==> src/rtl/alarm_event_gen.sv <==
// Alarm event generator: debounced keys plus an IDLE/RING/SNOOZE/DONE ring sequencer.
// Latency: key edge to df/df_0 is DB_CYCLES+2 clk_in; time match to ed low is 2 clk_in.
// Backpressure: none; presses and ticks are one-cycle events consumed when they occur.
module alarm_event_gen #(
    parameter int DB_CYCLES  = 20,
    parameter int RING_SEC   = 60,
    parameter int SNOOZE_SEC = 300
) (
    input  logic       clk_in,
    input  logic       rst,
    input  logic       tick_1s,
    input  logic       key_set_n,
    input  logic       key_stop_n,
    input  logic       alm_en,
    input  logic [4:0] cur_hh,
    input  logic [4:0] alm_hh,
    input  logic [5:0] cur_mm,
    input  logic [5:0] alm_mm,
    output logic       df,
    output logic       df_0,
    output logic       ed,
    output logic [1:0] alm_state
);

    localparam int DW = (DB_CYCLES  > 1) ? $clog2(DB_CYCLES)  : 1;
    localparam int RW = (RING_SEC   > 1) ? $clog2(RING_SEC)   : 1;
    localparam int SW = (SNOOZE_SEC > 1) ? $clog2(SNOOZE_SEC) : 1;
    localparam logic [DW-1:0] DB_MAX   = DW'(DB_CYCLES - 1);
    localparam logic [RW-1:0] RING_MAX = RW'(RING_SEC - 1);
    localparam logic [SW-1:0] SNZ_MAX  = SW'(SNOOZE_SEC - 1);

    typedef enum logic [1:0] {
        IDLE   = 2'b00,
        RING   = 2'b01,
        SNOOZE = 2'b10,
        DONE   = 2'b11
    } state_t;

    // Bit 0 = set key, bit 1 = stop key. The inversion is folded ahead of the
    // synchronizer so a cleared flop means "released".
    logic [1:0]    sync1, sync2, db, db_d;
    logic [DW-1:0] db_cnt [2];

    always_ff @(posedge clk_in or posedge rst) begin
        if (rst) begin
            sync1 <= 2'b00;
            sync2 <= 2'b00;
            db    <= 2'b00;
            db_d  <= 2'b00;
            for (int k = 0; k < 2; k++) db_cnt[k] <= '0;
        end else begin
            sync1 <= ~{key_stop_n, key_set_n};
            sync2 <= sync1;
            db_d  <= db;
            for (int k = 0; k < 2; k++) begin
                if (sync2[k] == db[k]) begin
                    db_cnt[k] <= '0;
                end else if (db_cnt[k] == DB_MAX) begin
                    db[k]     <= sync2[k];
                    db_cnt[k] <= '0;
                end else begin
                    db_cnt[k] <= db_cnt[k] + 1'b1;
                end
            end
        end
    end

    assign df   = db[0];
    assign df_0 = db[1];

    logic set_press, stop_press, tick_ok;
    assign set_press  = db[0] & ~db_d[0];
    assign stop_press = db[1] & ~db_d[1];
    assign tick_ok    = tick_1s & ~set_press & ~stop_press;

    // armed stays low out of reset until the compare has been seen false, so a
    // match already true at release cannot ring until it falls and rises.
    logic match_now, match_r, match_d, armed, match_rise;
    assign match_now  = (cur_hh == alm_hh) && (cur_mm == alm_mm);
    assign match_rise = match_r & ~match_d;

    always_ff @(posedge clk_in or posedge rst) begin
        if (rst) begin
            match_r <= 1'b0;
            match_d <= 1'b0;
            armed   <= 1'b0;
        end else begin
            match_r <= match_now;
            match_d <= match_r;
            armed   <= armed | ~match_now;
        end
    end

    state_t        state;
    logic [RW-1:0] ring_cnt;
    logic [SW-1:0] snz_cnt;

    always_ff @(posedge clk_in or posedge rst) begin
        if (rst) begin
            state    <= IDLE;
            ed       <= 1'b1;
            ring_cnt <= '0;
            snz_cnt  <= '0;
        end else begin
            case (state)
                IDLE: begin
                    if (alm_en && match_rise && armed) begin
                        state    <= RING;
                        ed       <= 1'b0;
                        ring_cnt <= '0;
                    end
                end
                RING: begin
                    if (!alm_en) begin
                        state <= IDLE;
                        ed    <= 1'b1;
                    end else if (stop_press) begin
                        state <= DONE;
                        ed    <= 1'b1;
                    end else if (set_press) begin
                        state   <= SNOOZE;
                        ed      <= 1'b1;
                        snz_cnt <= '0;
                    end else if (tick_ok) begin
                        if (ring_cnt == RING_MAX) begin
                            state <= DONE;
                            ed    <= 1'b1;
                        end else begin
                            ring_cnt <= ring_cnt + 1'b1;
                        end
                    end
                end
                SNOOZE: begin
                    if (!alm_en) begin
                        state <= IDLE;
                    end else if (stop_press) begin
                        state <= DONE;
                    end else if (tick_ok) begin
                        if (snz_cnt == SNZ_MAX) begin
                            state    <= RING;
                            ed       <= 1'b0;
                            ring_cnt <= '0;
                        end else begin
                            snz_cnt <= snz_cnt + 1'b1;
                        end
                    end
                end
                DONE: begin
                    if (!alm_en || !match_r) state <= IDLE;
                end
                default: begin
                    state <= IDLE;
                    ed    <= 1'b1;
                end
            endcase
        end
    end

    assign alm_state = state;

endmodule

==> config.mk <==
export PLATFORM = sky130hd
export DESIGN_NAME = alarm_event_gen
export DESIGN_NICKNAME = d
export VERILOG_FILES = /design/src/rtl/alarm_event_gen.sv
export SDC_FILE = /design/constraint.sdc
export NUM_CORES = 1
export LEC_CHECK = 0
export BUFFER_PORTS_ARGS = -buffer_cell sky130_fd_sc_hd__clkbuf_2
export CELL_PAD_IN_SITES_DETAIL_PLACEMENT = 1
export CELL_PAD_IN_SITES_GLOBAL_PLACEMENT = 1
export CORE_UTILIZATION = 46
export DETAILED_ROUTE_END_ITERATION = 10
export GPL_TIMING_DRIVEN = 0
export PLACE_DENSITY = 0.91
export SLEW_MARGIN = 20
export SYNTH_ARGS = -nofsm -noshare
export SYNTH_HDL_FRONTEND = slang
export SYNTH_SLANG_ARGS = --single-unit
==> constraint.sdc <==
create_clock -name clk_in -period 3.6 [get_ports clk_in]
set_input_delay 0.72 -clock clk_in [delete_from_list [all_inputs] [get_ports clk_in]]
set_output_delay 0.72 -clock clk_in [all_outputs]
set_load 0.01 [all_outputs]
Yosys cells after proc, flatten, opt, wreduce, memory -nomap -nowiden. Cells that the tools add are included.

Register bits: 39. Bits in latches: 0. RAM bits: 0. ROM bits: 0. Input bits: 28. Output and inout port bits: 5. Word-level logic and storage cells: 122. Memories: 0.

Add/subtract/negate cells: 4. Multiply operators: 0. Divide/modulo/power cells: 0. Magnitude comparators: 0. Equality and inequality tests: 28. Shift operators: 0. Muxes and demuxes: 46. Bitwise logic cells: 15. Reductions and logical operators: 15.

Operator list (count): 2-to-1 mux 9 bit (7); 2-to-1 mux 6 bit (10); inequality test 2 bit (second input constant) (13); 2-to-1 mux 2 bit (11); 2-to-1 mux 5 bit (4); one-hot mux 6 bit (3 select lines) (1); one-hot mux 9 bit (2 select lines) (1); AND reduction 8 bit (2); AND reduction 11 bit (1); adder 5 x 1 -> 5 bit (second input constant) (2); == test 5 bit (second input constant) (2); 2-to-1 mux 1 bit (10); inequality test 5 bit (second input constant) (2); adder 9 x 1 -> 9 bit (second input constant) (1); == test 9 bit (second input constant) (1); inequality test 4 bit (second input constant) (2); NOT 1 bit (8); one-hot mux 2 bit (4 select lines) (1); adder 6 x 1 -> 6 bit (second input constant) (1); == test 6 bit (1); == test 6 bit (second input constant) (1); AND reduction 6 bit (1); AND 1 bit (5); == test 5 bit (1); 13 further kinds (19).

Depth between registers and ports, before layout. Gate-level depths: netlist of the first run.

Word-level depth: 10. Depth in mapped cells: 6. Gate-level depth less buffers: 6.

Least setup slack after synthesis of the first run. OpenSTA, ideal clock, no wires.

Path type: input to register. From: in tick_1s. To: reg snz_cnt[0]. Setup time: 0.125 ns. Data arrival time: 1.691 ns. Data required time: 3.475 ns. Path slack: 1.784 ns. Stages: 3. Path buffers: 0. Cells stage by stage: nand4_1 -> a221o_2 -> mux2_4.

Longest elaborated chain between the ends: 4.

RTL lines: start: declaration (RTL line 11) `input logic tick_1s,`; AND 1 bit (2 in a row) (RTL line 74) `assign tick_ok = tick_1s & ~set_press & ~stop_press;`; inequality test 2 bit (no source line); AND reduction 8 bit (no source line); end signal: assignment (RTL line 144) `snz_cnt <= snz_cnt + 1'b1;`; end: declaration (RTL line 96) `logic [SW-1:0] snz_cnt;`.

No other way between the ends. A chain may end at the register's enable or synchronous reset.

Worst setup path in the final report of the first run.
From: reg db[1]. To: reg snz_cnt[8].

Longest elaborated chain between the ends: 5. Elaborated cells on any way between the ends: 7. Those cells by class: eq/ne: 3; bitwise: 3; reduce/logical: 1.

RTL lines: start: declaration (RTL line 41) `logic [1:0] sync1, sync2, db, db_d;`; start signal: indexed assignment (RTL line 59) `db[k] <= sync2[k];`; AND 1 bit * (RTL line 73) `assign stop_press = db[1] & ~db_d[1];`; NOT 1 bit (RTL line 74); AND 1 bit (RTL line 74); inequality test 2 bit (no source line); AND reduction 8 bit (no source line) *.

Every way passes the cells marked *; elsewhere a longest branch is shown, timed or not.

==> run metrics, run 1 <==
diode count 0; first-pass GRT wire length 9.47 mm; crit end category flip-flop; largest net degree at the start of global routing 32; RSZ-0062 raised after global routing false; register-to-register setup slack 1.47 ns; final net count 280; r2r endpoint snz_cnt[8]; initial antenna violation count 0; layout cells sized above 1 23.3%; DRC errors left 0; Setup Buffers After CTS 0; synth warn 0; crit path DAT ~2.3 ns; CTS root buf clkbuf_8; CTS Buffer Depth 2; DR vias roughly 1800; CTS sink count 39; most common cell in the synthesized netlist dfrtp_1; Slew HR 51.8%; Post-Layout Cell Count 299; Max FO, Critical Path 8; WHS about 0.31 ns; async set or reset register ratio after synthesis 100%; core region area ~4100 sq um; Design Area, Final ~2400 sq um; post-route setup TNS 0 ns; run status finished clean; main flop type after synthesis dfrtp_1; placed wire-length estimate 3.57 mm; CTS tree yes; Worst Tran Pin Value between 0.7 and 0.8 ns; Top Ports 33; Hold Buf Count CTS 0; GRT overflow 0; CP Class reg -> reg; vias per inst between 6 and 7; die area between 4000 and 5000 sq um; reg2reg start db[1]; Final Hold Vio Count 0; GPL Wtd Cong between 0.8 and 0.9; Cells after DPL between 200 and 300; top cells by count, synth dfrtp_1 (38), nor2_1 (18), xnor2_1 (15); CTS Buf Count 5; dpl cell area approximately 2300 sq um; Worst-path clk slew 0.08 ns; drt initial violations between 150 and 200; height of the die just under 70 um; top cell type's share of synthesized area between 40% and 50%; cell count after synthesis 208; fin crit share about 59%; Critical Path RT 3.81 ns; area grow syn2layout 17.8%; R2R depth 5; max cap viols 0; Overall Power roughly 940 uW; row count 23; largest area contributor in the netlist dfrtp_1; Leak about 0.0011 uW; Post-Syn Area just over 2000 sq um; # H-tree levels 2; Pwr Density slightly below 400 nW/um^2; Synth Net Count 240; fin crit period roughly 2.1 ns; Finish-stage setup viols 0; drt pass-1 iters 4; post-CTS sizing 0; maximum clock rate approximately 0.47 GHz; Worst Clk Skew approximately 0.0072 ns; synth unique cells slightly above 40; antenna viol nets, final 0; Skew-Pair Late Insertion Delay 0.30 ns; vias in the first global route between 1500 and 2000; syn avg cell area slightly below 10 sq um; per-cell routed wire length 19.4 um; number of flops mapped to enable cells by yosys 0; sequential share of the synthesized area a little under 50%; max-slew violation count 0; startpoint types flip-flop; global-route usage over all layers between 20 and 30%; Hold Crit Class in -> async; DRT Wirelength just under 6 mm; die width between 60 and 70 um; # port buffers 32; Max VDD drop 0.000262 V; top cells by area, synth dfrtp_1 (47%), xnor2_1 (6.5%), nor2_1 (3.4%), nand3_1 (3.2%), o21ai_0 (2.7%); Initial Util 49.0%; register bit total from synthesis 39
==> flip-flops by register name, summed over array words and instances (netlist names) <==
| signal | flops |
|---|---|
| snz_cnt | 9 |
| match_d | 1 |
| alm_state | 2 |
| db_cnt | 10 |
| armed | 1 |
| match_r | 1 |
| sync2 | 2 |
| db_d | 2 |
| ed | 1 |
| ring_cnt | 6 |
| sync1 | 2 |
| db | 2 |
==> where the power goes <==
| part | leakage [uW] | total (uW) | internal (uW) | switching (uW) |
|---|---|---|---|---|
| logic | 0.000500 | 86.0 | 40.0 | 46.0 |
| clock network | 0.0000587 | 383 | 210 | 173 |
| registers | 0.000497 | 473 | 454 | 18.3 |
==> routing by layer <==
metal  routed length [um]  global-route usage [%]  vias up  part of all wire [%]
met2                 2990                    49.1       68                    52
met4                  147                    10.9        0                   2.5
met3                  252                    5.83       17                   4.4
li1                     -                       -      832                     -
met1                 2400                    34.3      927                    42
met5                    0                       0        -                     0
==> how the worst max path moves through the flow <==
stage | depth (start not counted) | from | to | slack [ns]
3_5_place_dp | 4 | tick_1s | snz_cnt[0] | 1.49
2_1_floorplan | 3 | tick_1s | snz_cnt[0] | 1.78
3_3_place_gp | 4 | tick_1s | snz_cnt[0] | 1.49
4_1_cts | 5 | db[1] | snz_cnt[8] | 1.51
6_report | 5 | db[1] | snz_cnt[8] | 1.47
5_1_grt | 5 | db[1] | snz_cnt[8] | 1.36
==> critical path: stages, from the launching register on <==
cell and delay, ns:
dfrtp_1 0.45, nand2b_1 0.22, nand4_1 0.40, nor2_1 0.55, a41oi_1 0.21, a31oi_1 0.21
==> stage by stage <==
step | util, % | setup slack, ns
2_1_floorplan | - | 1.78
3_3_place_gp | 54.4 | 1.49
3_5_place_dp | 54.9 | 1.49
4_1_cts | 57.7 | 1.51
5_1_grt | 57.7 | 1.36
6_report | 57.7 | 1.47
==> area by class of cell <==
cell class,instances,area (sq um)
Fill cell,473,1740
Inverter,12,45.0
Sequential cell,39,977
Tap cell,50,62.6
Buffer,3,12.5
Timing Repair Buffer,33,180
Clock inverter,3,47.5
Clock buffer,5,68.8
Multi-Input combinational cell,154,981
==> cells by family after synthesis <==
kind of cell	count (synthesis)	synth area share [%]
and+or+nand+nor	81	21.4
AOI/OAI and AO/OA	49	15.3
DFF	39	48.5
xor gates and xnor gates	15	6.52
buffers and inverters	15	2.86
muxes	5	2.98
adders and majority gates	4	2.48
==> layout by cell type, fill, tap and decap left out, types with 7 or more instances in the layout <==
cell type  netlist  final
a21oi_1          7      7
clkbuf_2         0     32
dfrtp_1         38     38
inv_1           11     10
nand2_1         14     14
nand3_1         13     13
nor2_1          18     18
nor3_1           7      7
o21ai_0         11     11
o21ai_1         10     10
xnor2_1         15     15
Note: power is estimated with default switching activity, not from simulation.
==> run 2: changes to the inputs <==
CORE_UTILIZATION = 38   (was 46)
PLACE_DENSITY = 0.81   (was 0.91)
clock period = 1.9 ns   (was 3.6 ns; I/O delays follow)
==> run metrics, run 2 (synthesis gave the netlist of run 1 again) <==
fin crit period between 1.5 and 2 ns; Worst-path clk slew about 0.08 ns; M1 GR Usage 22.1%; register bank with the most flops db_cnt; height of the die between 70 and 80 um; Slew HR roughly 71%; met2 usage between 30% and 40%; Max VDD drop ~0.00034 V; GRT met3 Usage roughly 4.1%; CTS root buf clkbuf_8; Top Ports 33; # H-tree levels 2; max-slew violation count 0; r2r endpoint snz_cnt[0]; Hold Crit Class in -> reg; register-to-register setup slack 0.04 ns; Max FO, Critical Path 10; commonest non-fill, non-tap cell in the layout dfrtp_1; # port buffers 32; Finish-stage setup viols 0; global-route usage over all layers between 10% and 20%; Critical Path RT 2.08 ns; diode count 0; initial antenna violation count 0; max cap viols 0; crit end category flip-flop; CP Class reg -> reg; DR vias approximately 1700; startpoint types flip-flop; core region area 5110 sq um; Initial Util between 30% and 40%; multi-input logic area 995 sq um; Worst Tran Pin Value 0.432 ns; worst setup path start alm_state[1]; CTS tree yes; row count 26; crit path DAT slightly above 2 ns; GRT overflow 0; post-route setup TNS 0 ns; drt initial violations 44; maximum clock rate about 0.54 GHz; CTS sink count 39; most frequent cells in the layout dfrtp_1 (36), clkbuf_2 (33), nor2_1 (17); area grow syn2layout 21.0%; run status finished clean; Register Area slightly below 1000 sq um; dpl cell area approximately 2300 sq um; DRC errors left 0; vias per inst 5.29; fin crit share between 90% and 100%; Skew-Pair Late Insertion Delay about 0.30 ns; R2R depth 4; die width about 75 um; DRT Wirelength about 4.5 mm; placed wire-length estimate 3.41 mm; largest net degree at the start of global routing 33; top flop regs db_cnt x10, snz_cnt x9, ring_cnt x6; Worst Clk Skew ~0.0038 ns; end point of the critical path snz_cnt[0]; Final Hold Vio Count 0; die area 5600 sq um; layout cells sized above 1 a little over a quarter; Most Crowded Layer GR met2; GPL Wtd Cong between 0.7 and 0.8; final net count about 280; Pwr Density a little over 700 nW/um^2; vias in the first global route approximately 1800; first-pass GRT wire length about 7.8 mm; Leak between 0.001 and 0.0015 uW; drt pass-1 iters 4; antenna viol nets, final 0; # fillers 626; per-cell routed wire length roughly 14 um; Design Area, Final 2440 sq um; CTS Buffer Depth 2; CTS Buf Count 5; max FFs per register 10; WHS between 0.2 and 0.25 ns; reg2reg start alm_state[1]
run 2: timing repair:
item                                    in CTS  in global routing
endpoints found under the setup margin       4                 11
gates resized for setup                      0                  7
buffers inserted                             3                  0
pin swaps                                    1                  0
hold buffers                                 1                  0
hold endpoints to repair                     7                  0
run 2: stage by stage:
step                setup WS (ns)  cells  power [uW]  utilization [%]
floorplan                   0.105    208         992                -
global placement          -0.0693    310        1050             44.3
detailed placement        -0.0792    311        1060             44.7
CTS                       0.00144    322        1750             47.4
global route             -0.00291    322        1820             47.8
finish                     0.0438    322        1730             47.8
run 2: how the worst min path moves through the flow:
stage                     slack (ns)   endpoint  cells after the start        from
after floorplan                 0.33   sync2[0]                      0    sync1[0]
after global placement          0.34   sync2[1]                      0    sync1[1]
after detailed placement        0.29  db_cnt[9]                      2         rst
after CTS                       0.21   sync1[1]                      2  key_stop_n
after global routing            0.21   sync1[0]                      2   key_set_n
final                           0.21   sync1[1]                      2  key_stop_n
run 2: layout make-up:
| class | instances | area share (%) |
|---|---|---|
| Sequential cell | 39 | 40.2 |
| Multi-Input combinational cell | 154 | 40.8 |
| Buffer | 3 | 0.564 |
| Clock inverter | 2 | 1.54 |
| Clock buffer | 5 | 2.82 |
| Timing Repair Buffer | 37 | 8.72 |
| Tap cell | 70 | 3.59 |
| Inverter | 12 | 1.85 |
run 2: worst max-delay path, stage by stage (launching register included):
cell,delay [ns]
dfrtp_2,0.48
nand2b_4,0.16
or3_1,0.36
a221o_2,0.46
mux2_4,0.28
run 2: power breakdown:
part,leakage (uW),switching [uW],internal [uW]
logic,0.000521,79.1,80.7
clock network,0.0000502,297,384
registers,0.000494,29.3,861
total,0.00106,405,1330
run 2: per-layer routing:
| metal | wire (um) | share of wire, % |
|---|---|---|
| met1 | 1960 | 43 |
| met2 | 2340 | 52 |
| met3 | 159 | 3.5 |
| met4 | 72 | 1.6 |
| met5 | 0 | 0 |
==> run 3: changes to the inputs <==
GPL_TIMING_DRIVEN = unset   (was 0)
==> run metrics, run 3 (synthesis gave the netlist of run 1 again) <==
startpoint types flip-flop; vias in the first global route ~1800; DRT Wirelength around 4.7 mm; post-route setup TNS 0 ns; Finish-stage setup viols 0; run status finished clean; post-CTS sizing 0; Max FO, Critical Path 9; R2R depth 4; # fillers ~610; Max VDD drop about 0.00039 V; slowest stage cell, crit path a221o_2; Worst Path Buf+Inv 0; Initial Util 39.5%; row count 26; diode count 0; max FFs per register 10; Hold Crit Class in -> async; global-route usage over all layers about a fifth; per-cell routed wire length between 10 and 15 um; # port buffers 32; post-route core utilization a little under half; DRC errors left 0; CTS Buffer Depth 2; WHS about 0.17 ns; GRT overflow 0; maximum clock rate between 0.5 and 0.6 GHz; drt initial violations 44; Critical Path RT about 2.1 ns; max cap viols 0; dpl cell area roughly 2300 sq um; crit end category flip-flop; top flop regs db_cnt x10, snz_cnt x9, ring_cnt x6; placed wire-length estimate about 3.6 mm; CTS tree yes; Design Area, Final roughly 2400 sq um; Hold Buf Count CTS 0; Skew-Pair Late Insertion Delay 0.30 ns; Worst Tran Pin Value about 0.49 ns; # H-tree levels 2; commonest non-fill, non-tap cell in the layout dfrtp_1; die area between 5000 and 6000 sq um; Worst-path clk slew approximately 0.080 ns; CP top delay family simple AND/OR/NAND/NOR gates; worst setup path start db[1]; register bank with the most flops db_cnt; vias per inst 5.35; layout cells sized above 1 between 20% and 30%; Top Ports 33; fin crit period 1.79 ns; die width between 70 and 80 um; height of the die 74.8 um; initial antenna violation count 0; core region area 5110 sq um; final setup margin 0.108 ns; CP peak stage delay 0.46 ns; Pwr Density 674 nW/um^2; r2r endpoint snz_cnt[0]; fin crit share 94.3%; first-pass GRT wire length roughly 8 mm; Final Hold Vio Count 0; largest net degree at the start of global routing 40; crit path DAT slightly below 2 ns; drt pass-1 iters 2; Slew HR about two thirds; crit-path cells nor2b_1, or3_1, a221o_2, mux2_4; max-slew violation count 0; CTS root buf clkbuf_8; most frequent cells in the layout dfrtp_1 (38), clkbuf_2 (32), nor2_1 (18); reg2reg start db[1]; CP Class reg -> reg; Setup Buffers After CTS 0; Worst Clk Skew 0.00871 ns; register-to-register setup slack roughly 0.11 ns; RSZ-0062 raised after global routing false; CTS Buf Count 5; worst slack, placed around 0.12 ns; Leak 0.00109 uW; GPL Wtd Cong around 0.74; area grow syn2layout 21.0%; DR vias about 1700; antenna viol nets, final 0; final net count 288; CTS sink count 39
run 3: worst max path at each step:
stage                        endpoint  slack, ns  cells past startpoint
after detailed placement   snz_cnt[0]       0.12                      4
final                      snz_cnt[0]       0.11                      4
after global routing               ed      0.006                      5
after global placement     snz_cnt[0]       0.18                      4
after floorplan            snz_cnt[0]       0.11                      4
after CTS                 ring_cnt[3]       0.11                      6
run 3: routing by layer:
metal | wire [um] | part of all wire (%) | GRT usage (%)
met2 | 2500 | 53 | 35.0
met4 | 55 | 1.2 | 5.03
met1 | 1950 | 42 | 21.7
met5 | 0 | 0 | 0
met3 | 183 | 3.9 | 4.15
run 3: stage by stage:
stage	power, uW	instances
2_1_floorplan	992	208
3_3_place_gp	1050	319
3_5_place_dp	1060	319
4_1_cts	1670	327
5_1_grt	1720	327
6_report	1640	327
run 3: worst min-delay path, cell delays in order:
cell      delay, ns
clkbuf_2       0.08
inv_1          0.04
buf_4          0.41
run 3: power by group:
group	internal, uW	switching (uW)
combinational	75.1	77.1
clock	296	305
sequential	861	29.3
total	1230	411
run 3: area by class of cell:
type,count,area (sq um),share of cell area [%]
tap,70,87.6,3.59
sequential,39,977,40.1
clock inverter,2,16.3,0.667
clock buffer,6,82.6,3.38
inverter,12,45.0,1.85
timing repair buffer,44,250,10.3
multi-input combinational,154,981,40.2
